**src/rtl/muldiv_unit.sv**
```systemverilog
`default_nettype none
// ============================================================================
// Module      : muldiv_unit
// Description : Iterative radix-2 HI/LO multiply/divide unit (MULT/MULTU/DIV/
//               DIVU/MTHI/MTLO). Divider present only when MULDIV_DIV_EN is
//               defined.
// Revision    : 1.0 - initial release
// ============================================================================
module muldiv_unit #(
    parameter int WIDTH = 32
) (
    input  logic             clk,
    input  logic             rst_n,
    input  logic             start,
    input  logic [2:0]       op,
    input  logic [WIDTH-1:0] a,
    input  logic [WIDTH-1:0] b,
    input  logic             rd_req,
    input  logic             rd_sel,
    output logic [WIDTH-1:0] rd_data,
    output logic             busy,
    output logic             done,
    output logic             stall,
    output logic             dz
);

    localparam int                 c_CNT_W = $clog2(WIDTH + 1);
    localparam logic [c_CNT_W-1:0] c_LAST  = c_CNT_W'(WIDTH - 1);
    localparam logic [c_CNT_W-1:0] c_ONE   = c_CNT_W'(1);

    localparam logic [0:0] S_IDLE = 1'b0;
    localparam logic [0:0] S_RUN  = 1'b1;

    logic [0:0]         r_state;
    logic [0:0]         w_stateNext;
    logic [c_CNT_W-1:0] r_count;
    logic [2*WIDTH:0]   r_acc;
    logic [WIDTH-1:0]   r_opnd;
    logic               r_negQ;
    logic [WIDTH-1:0]   r_hi;
    logic [WIDTH-1:0]   r_lo;
    logic               r_done;
    logic               r_dz;

    logic               w_isMul;
    logic               w_signed;
    logic               w_aNeg;
    logic               w_bNeg;
    logic [WIDTH-1:0]   w_magA;
    logic [WIDTH-1:0]   w_magB;
    logic               w_accept;
    logic               w_launch;
    logic               w_last;
    logic [WIDTH:0]     w_mulSum;
    logic [2*WIDTH:0]   w_mulAcc;
    logic [2*WIDTH:0]   w_stepAcc;
    logic [2*WIDTH-1:0] w_prod;
    logic [WIDTH-1:0]   w_resHi;
    logic [WIDTH-1:0]   w_resLo;

`ifdef MULDIV_DIV_EN
    logic               r_isDiv;
    logic               r_negR;
    logic               w_isDiv;
    logic               w_bZero;
    logic [WIDTH:0]     w_shifted;
    logic [WIDTH:0]     w_diff;
    logic [2*WIDTH:0]   w_divAcc;
`endif

    // Operand decode; signed ops work on magnitudes and fix the sign at the end
    always_comb begin
        w_isMul  = (op[2:1] == 2'b00);
        w_signed = ~op[0];
        w_aNeg   = w_signed & a[WIDTH-1];
        w_bNeg   = w_signed & b[WIDTH-1];
        w_magA   = w_aNeg ? -a : a;
        w_magB   = w_bNeg ? -b : b;
        w_accept = start & (r_state == S_IDLE);
`ifdef MULDIV_DIV_EN
        w_isDiv  = (op[2:1] == 2'b01);
        w_bZero  = (b == '0);
        w_launch = w_accept & (w_isMul | (w_isDiv & ~w_bZero));
`else
        w_launch = w_accept & w_isMul;
`endif
        w_last   = (r_state == S_RUN) & (r_count == c_LAST);
    end

    // One radix-2 step: shift-add multiply or restoring divide
    always_comb begin
        w_mulSum  = r_acc[2*WIDTH:WIDTH] + (r_acc[0] ? {1'b0, r_opnd} : '0);
        w_mulAcc  = {1'b0, w_mulSum, r_acc[WIDTH-1:1]};
`ifdef MULDIV_DIV_EN
        w_shifted = {r_acc[2*WIDTH-1:WIDTH], r_acc[WIDTH-1]};
        w_diff    = w_shifted - {1'b0, r_opnd};
        w_divAcc  = w_diff[WIDTH] ? {w_shifted, r_acc[WIDTH-2:0], 1'b0}
                                  : {w_diff,    r_acc[WIDTH-2:0], 1'b1};
        w_stepAcc = r_isDiv ? w_divAcc : w_mulAcc;
`else
        w_stepAcc = w_mulAcc;
`endif
        w_prod    = r_negQ ? -w_stepAcc[2*WIDTH-1:0] : w_stepAcc[2*WIDTH-1:0];
        w_resHi   = w_prod[2*WIDTH-1:WIDTH];
        w_resLo   = w_prod[WIDTH-1:0];
`ifdef MULDIV_DIV_EN
        if (r_isDiv) begin
            w_resLo = r_negQ ? -w_stepAcc[WIDTH-1:0] : w_stepAcc[WIDTH-1:0];
            w_resHi = r_negR ? -w_stepAcc[2*WIDTH-1:WIDTH] : w_stepAcc[2*WIDTH-1:WIDTH];
        end
`endif
    end

    always_comb begin
        w_stateNext = r_state;
        case (r_state)
            S_IDLE:  if (w_launch) w_stateNext = S_RUN;
            S_RUN:   if (w_last)   w_stateNext = S_IDLE;
            default: w_stateNext = S_IDLE;
        endcase
    end

    always_ff @(posedge clk) begin
        if (!rst_n) begin
            r_state <= S_IDLE;
            r_count <= '0;
            r_acc   <= '0;
            r_opnd  <= '0;
            r_negQ  <= 1'b0;
            r_hi    <= '0;
            r_lo    <= '0;
            r_done  <= 1'b0;
            r_dz    <= 1'b0;
`ifdef MULDIV_DIV_EN
            r_isDiv <= 1'b0;
            r_negR  <= 1'b0;
`endif
        end else begin
            r_state <= w_stateNext;
            r_done  <= 1'b0;
            r_dz    <= 1'b0;
            if (w_launch) begin
                r_count <= '0;
                r_negQ  <= w_aNeg ^ w_bNeg;
                r_acc   <= {{(WIDTH+1){1'b0}}, w_magB};
                r_opnd  <= w_magA;
`ifdef MULDIV_DIV_EN
                r_isDiv <= w_isDiv;
                r_negR  <= w_aNeg;
                if (w_isDiv) begin
                    r_acc  <= {{(WIDTH+1){1'b0}}, w_magA};
                    r_opnd <= w_magB;
                end
`endif
            end else if (r_state == S_RUN) begin
                r_acc   <= w_stepAcc;
                r_count <= r_count + c_ONE;
                if (w_last) begin
                    r_hi   <= w_resHi;
                    r_lo   <= w_resLo;
                    r_done <= 1'b1;
                end
            end else if (w_accept) begin
                case (op)
                    3'b100: r_hi <= a;
                    3'b101: r_lo <= a;
                    // Divides that did not launch complete in a single cycle
                    3'b010, 3'b011: begin
`ifdef MULDIV_DIV_EN
                        r_hi <= a;
                        r_lo <= '1;
                        r_dz <= 1'b1;
`endif
                        r_done <= 1'b1;
                    end
                    default: ;
                endcase
            end
        end
    end

    assign busy    = (r_state == S_RUN);
    assign stall   = busy & (rd_req | start);
    assign rd_data = rd_sel ? r_hi : r_lo;
    assign done    = r_done;
    assign dz      = r_dz;

endmodule
`default_nettype wire

```
**config.mk**
```make
export PLATFORM = sky130hd
export DESIGN_NAME = muldiv_unit
export DESIGN_NICKNAME = d
export VERILOG_FILES = /design/src/rtl/muldiv_unit.sv
export SDC_FILE = /design/constraint.sdc
export NUM_CORES = 1
export LEC_CHECK = 0
export CORE_MARGIN = 2
export CORE_UTILIZATION = 44
export CTS_CLUSTER_SIZE = 28
export DETAILED_ROUTE_END_ITERATION = 8
export PLACE_DENSITY_LB_ADDON = 0.2
export SKIP_LAST_GASP = 1
export SYNTH_ARGS = -nofsm -noshare
export SYNTH_HDL_FRONTEND = slang
export SYNTH_SLANG_ARGS = --single-unit
```
**constraint.sdc**
```tcl
create_clock -name clk -period 5.8 [get_ports clk]
set_input_delay 1.16 -clock clk [delete_from_list [all_inputs] [get_ports clk]]
set_output_delay 1.16 -clock clk [all_outputs]
set_load 0.01 [all_outputs]
```
==> metrics.txt <==
# TYPE chip_impl_metric gauge
chip_impl_info{name="critPathLaunchType",value="flop"} 1
chip_impl_metric{name="starting_utilization_of_the_core_area",unit=""} 0.449
chip_impl_metric{name="cts-root-to-sink-buffers",unit=""} 2
chip_impl_info{name="yosys_most_used_dff",value="sky130_fd_sc_hd__dfxtp_1"} 1
chip_impl_metric{name="detailedPlacementHpwl",unit="µm"} 27000
chip_impl_metric{name="p_sw_frac",unit=""} 0.312
chip_impl_metric{name="syn-num-nets",unit=""} 1682
chip_impl_metric{name="cellPowerDensity",unit="nW/µm²"} 205
chip_impl_metric{name="power_report.internal_total",unit="µW"} 1980
chip_impl_metric{name="clock_sink_count",unit=""} 169
chip_impl_metric{name="synth_fa_ha_area_frac",unit=""} 0.0388
chip_impl_metric{name="combinationalPowerShare",unit=""} 0.170
chip_impl_metric{name="grt_first_pass_wirelength",unit="µm"} 58000
chip_impl_metric{name="setup_tns",unit="ns"} 0
chip_impl_metric{name="worstPathMaxFanout",unit=""} 32
chip_impl_metric{name="initial_antenna_violation_count",unit=""} 0
chip_impl_metric{name="portion_of_the_clock_cycle_consumed_by_the_worst_path_in_the_final_layout",unit=""} 0.838
chip_impl_metric{name="initialDrtViolationCount",unit=""} 916
chip_impl_metric{name="synth.area.mux_share",unit=""} 0.0734
chip_impl_metric{name="detail_route.drc_violations",unit=""} 0
chip_impl_info{name="chain_of_cells_forming_the_critical_path",value="buf_4, and2_1, ha_1, inv_1, fa_1, nand2b_1, a211oi_1, o41ai_2, xnor2_1, or4_1, or3_1, or4_1, nor4_1, nand4_1, o211ai_1"} 1
chip_impl_metric{name="clk_transition_reported_paths",unit="ns"} 0.07
chip_impl_metric{name="max_cap_viol_count",unit=""} 0
chip_impl_metric{name="power.share.sequential",unit=""} 0.432
chip_impl_metric{name="syn_inst_count",unit=""} 1573
chip_impl_metric{name="syn_avg_cell_area",unit="µm²"} 7.71
chip_impl_info{name="setup.worst_path.end_class",value="flop"} 1
chip_impl_metric{name="yosysWarningCount",unit=""} 0
chip_impl_info{name="hold_path_class",value="flop to flop"} 1
chip_impl_info{name="ctsRootBufferMaster",value="sky130_fd_sc_hd__clkbuf_16"} 1
chip_impl_metric{name="cellLeakagePower",unit="µW"} 0.00511
chip_impl_metric{name="nNetsFinal",unit=""} 1723
chip_impl_metric{name="register_area",unit="µm²"} 3390
chip_impl_metric{name="ant_nets",unit=""} 0
chip_impl_metric{name="finClkSkew",unit="ns"} 0.0191
chip_impl_metric{name="cts.repair.resized",unit=""} 0
chip_impl_metric{name="r2r_setup_slack",unit="ns"} 0.94
chip_impl_metric{name="synth.top_cell.area_share",unit=""} 0.279
chip_impl_metric{name="grtUsageTotal",unit=""} 0.253
chip_impl_metric{name="synth_async_sr_flop_share",unit=""} 0
chip_impl_metric{name="timing.critical_path.slowest_cell_delay",unit="ns"} 0.60
chip_impl_info{name="synthTopCellsByCount",value="sky130_fd_sc_hd__nor2_1 (243), sky130_fd_sc_hd__dfxtp_1 (169), sky130_fd_sc_hd__a21oi_1 (129)"} 1
chip_impl_metric{name="synth-compound-area-share",unit=""} 0.246
chip_impl_metric{name="crit_required",unit="ns"} 6.15
chip_impl_metric{name="slew-limit-headroom",unit=""} 0.180
chip_impl_metric{name="drt_pass1_iterations",unit=""} 5
chip_impl_metric{name="clockPowerShare",unit=""} 0.399
chip_impl_metric{name="vias",unit=""} 11800
chip_impl_metric{name="rows",unit=""} 60
chip_impl_metric{name="arrival",unit="ns"} 5.21
chip_impl_info{name="yosysMostFrequentCell",value="sky130_fd_sc_hd__nor2_1"} 1
chip_impl_metric{name="p_switching",unit="µW"} 898
chip_impl_metric{name="post_cts.repair.setup_buffers",unit=""} 0
chip_impl_metric{name="final_hold_viols",unit=""} 0
chip_impl_metric{name="die_area",unit="µm²"} 28900
chip_impl_metric{name="timing.hold.ws",unit="ns"} 0.451
chip_impl_metric{name="insertion_delay",unit="ns"} 0.44
chip_impl_metric{name="ys_types",unit=""} 77
chip_impl_metric{name="place.gp.congestion",unit=""} 0.907
chip_impl_info{name="holdCritStartpoint",value="r_lo[28]$_SDFFE_PN0P_"} 1
chip_impl_metric{name="slew_violations",unit=""} 0
chip_impl_metric{name="postRouteWirelength",unit="µm"} 37000
chip_impl_metric{name="yosys_register_bits",unit=""} 169
chip_impl_info{name="critical_path.slowest_cell",value="sky130_fd_sc_hd__a211oi_1"} 1
chip_impl_metric{name="drive_gt1_frac",unit=""} 0.0701
chip_impl_metric{name="die_y",unit="µm"} 170
chip_impl_info{name="yosysTopAreaCell",value="sky130_fd_sc_hd__dfxtp_1"} 1
chip_impl_info{name="timing_worst_setup_path_type",value="flop to flop"} 1
chip_impl_metric{name="area_growth_syn_to_layout",unit="%"} 15.5
chip_impl_info{name="post_synth_main_area_contributors",value="sky130_fd_sc_hd__dfxtp_1 (28%), sky130_fd_sc_hd__nor2_1 (7.5%), sky130_fd_sc_hd__xor2_1 (6.4%), sky130_fd_sc_hd__a211oi_1 (6.2%), sky130_fd_sc_hd__a21oi_1 (5.3%)"} 1
chip_impl_info{name="critical_path.reg2reg.startpoint",value="r_acc[0]$_SDFFE_PN0P_"} 1
chip_impl_metric{name="synth_enable_flop_cells",unit=""} 0
chip_impl_metric{name="synth_simple_gate_area_share",unit=""} 0.227
chip_impl_metric{name="worstMarginPinSlew",unit="ns"} 1.21
chip_impl_info{name="min_delay_worst_endpoint",value="r_lo[28]$_SDFFE_PN0P_"} 1
chip_impl_metric{name="grt_pass1_vias",unit=""} 10500
chip_impl_metric{name="multiInputGateArea",unit="µm²"} 8310
chip_impl_metric{name="grt_max_degree",unit=""} 90
chip_impl_metric{name="reg2regPathDepth",unit=""} 15
chip_impl_metric{name="place.port_buffers",unit=""} 106
chip_impl_info{name="critPathMostFrequentCell",value="sky130_fd_sc_hd__or4_1"} 1
chip_impl_info{name="rsz0062_at_grt",value="no"} 1
chip_impl_metric{name="htree_levels",unit=""} 4
chip_impl_metric{name="design.portCount",unit=""} 108
chip_impl_info{name="status",value="complete, no violations"} 1
chip_impl_info{name="synth_top_family_by_area",value="compound AO/OA/AOI/OAI gates"} 1
chip_impl_metric{name="avgRoutedWirePerCell",unit="µm"} 18.8
chip_impl_metric{name="floorplan.die.width",unit="µm"} 170
chip_impl_metric{name="cts_buffers",unit=""} 17
chip_impl_metric{name="vdd.ir_drop.worst",unit="mV"} 0.180
chip_impl_metric{name="hold_buffers",unit=""} 0
chip_impl_metric{name="vias_per_cell",unit=""} 6.01
chip_impl_metric{name="synth_xor_xnor_area_share",unit=""} 0.0967
chip_impl_metric{name="fp.coreArea",unit="µm²"} 27000
chip_impl_metric{name="synth_seq_area_share",unit=""} 0.279
chip_impl_metric{name="layout_min_cycle_time",unit="ns"} 4.86
chip_impl_metric{name="antenna_cells",unit=""} 0
chip_impl_metric{name="max_freq",unit="MHz"} 206
chip_impl_metric{name="syn_area",unit="µm²"} 12100
chip_impl_metric{name="hold_depth",unit=""} 2
chip_impl_metric{name="layout_filler_cell_count",unit=""} 2643
chip_impl_metric{name="finalSetupViolations",unit=""} 0
chip_impl_metric{name="globalRouteOverflowTotal",unit=""} 0
chip_impl_info{name="regToRegEndpoint",value="r_hi[30]$_SDFFE_PN0P_"} 1
chip_impl_info{name="tritoncts_clock_tree",value="yes"} 1
-- placed cells by master, fill, tap and decap left out, types with 32 or more instances in the layout --
| cell | synthesis | routed |
|---|---|---|
| sky130_fd_sc_hd__o21ai_0 | 63 | 63 |
| sky130_fd_sc_hd__a211oi_1 | 101 | 101 |
| sky130_fd_sc_hd__nor3_1 | 37 | 35 |
| sky130_fd_sc_hd__mux2i_1 | 53 | 53 |
| sky130_fd_sc_hd__nand2_1 | 105 | 104 |
| sky130_fd_sc_hd__mux2_2 | 32 | 32 |
| sky130_fd_sc_hd__ha_1 | 36 | 36 |
| sky130_fd_sc_hd__xnor2_1 | 45 | 45 |
| sky130_fd_sc_hd__clkdlybuf4s50_1 | 0 | 106 |
| sky130_fd_sc_hd__nor2_1 | 243 | 242 |
| sky130_fd_sc_hd__xor2_1 | 89 | 89 |
| sky130_fd_sc_hd__and2_1 | 36 | 36 |
| sky130_fd_sc_hd__a21oi_1 | 129 | 129 |
| sky130_fd_sc_hd__dfxtp_1 | 169 | 167 |
-- per-layer routing --
| metal | share of wire | vias to the layer above | GRT usage |
|---|---|---|---|
| met5 | 0 | - | 0 |
| met4 | 0.017 | 0 | 0.0665 |
| met3 | 0.062 | 44 | 0.0251 |
| met2 | 0.45 | 395 | 0.399 |
| met1 | 0.48 | 5560 | 0.367 |
| li1 | - | 5826 | - |
-- state kept, by name, summed over array words and instances, names as in the netlist --
signal,cells
r_acc,64
r_opnd,32
r_negQ,1
r_lo,32
r_hi,32
busy,1
done,1
r_count,6
-- metrics by stage --
| stage | total power (µW) | utilization | std cells | instance area, µm² | setup WS, ns |
|---|---|---|---|---|---|
| 6_report | 2870 | 0.519 | 1968 | 14000 | 0.939 |
| 5_1_grt | 2990 | 0.519 | 1968 | 14000 | 0.595 |
| 4_1_cts | 2890 | 0.519 | 1968 | 14000 | 1.01 |
| 3_5_place_dp | 1750 | 0.497 | 1936 | 13400 | 1.03 |
| 3_3_place_gp | 1740 | 0.497 | 1936 | 13400 | 1.22 |
| 2_1_floorplan | 1560 | - | 1573 | 12100 | 1.51 |
-- cell families (layout without fill, tap and decap cells) --
group                    count (synthesis)  after routing
adder cells (fa/ha/maj)                 37             37
buffers and inverters                  125            179
flip-flops                             169            169
XOR/XNOR                               134            134
multiplexers                            85             85
other                                    1              1
AO/OA/AOI/OAI                          448            448
AND/OR/NAND/NOR                        574            574
-- critical path, delay by kind of cell, from the launching register on --
family	cells	cell delay [ns]
simple gates	7	2.42
compound gates	3	0.86
fa+ha+maj	2	0.55
buf+inv	2	0.35
flops	1	0.34
xor+xnor	1	0.25
-- worst max-delay path by stage --
stage	startpoint	endpoint	cells past startpoint
after floorplan	r_acc[0]$_SDFFE_PN0P_	r_hi[30]$_SDFFE_PN0P_	15
after global placement	r_acc[0]$_SDFFE_PN0P_	r_hi[30]$_SDFFE_PN0P_	15
after detailed placement	r_acc[0]$_SDFFE_PN0P_	r_hi[30]$_SDFFE_PN0P_	15
after CTS	r_acc[0]$_SDFFE_PN0P_	r_hi[30]$_SDFFE_PN0P_	15
after global routing	r_acc[0]$_SDFFE_PN0P_	r_hi[30]$_SDFFE_PN0P_	15
final	r_acc[0]$_SDFFE_PN0P_	r_hi[30]$_SDFFE_PN0P_	15
-- area by class of cell --
type,instances,area share
clock buffer,18,0.0306
clock inverter,14,0.0114
inverter,19,0.00518
multi-input combinational,1279,0.593
sequential,169,0.242
tap,341,0.0304
timing repair buffer,128,0.0875
-- power groups by stage --
stage / Clock [µW] / Sequential [µW] / Combinational (µW)
after floorplan: 0 / 1250 / 313
after global placement: 0 / 1270 / 479
after detailed placement: 0 / 1270 / 483
after CTS: 1160 / 1240 / 486
final: 1150 / 1240 / 488
after global routing: 1210 / 1250 / 531
(Power assumes the default switching activity.)
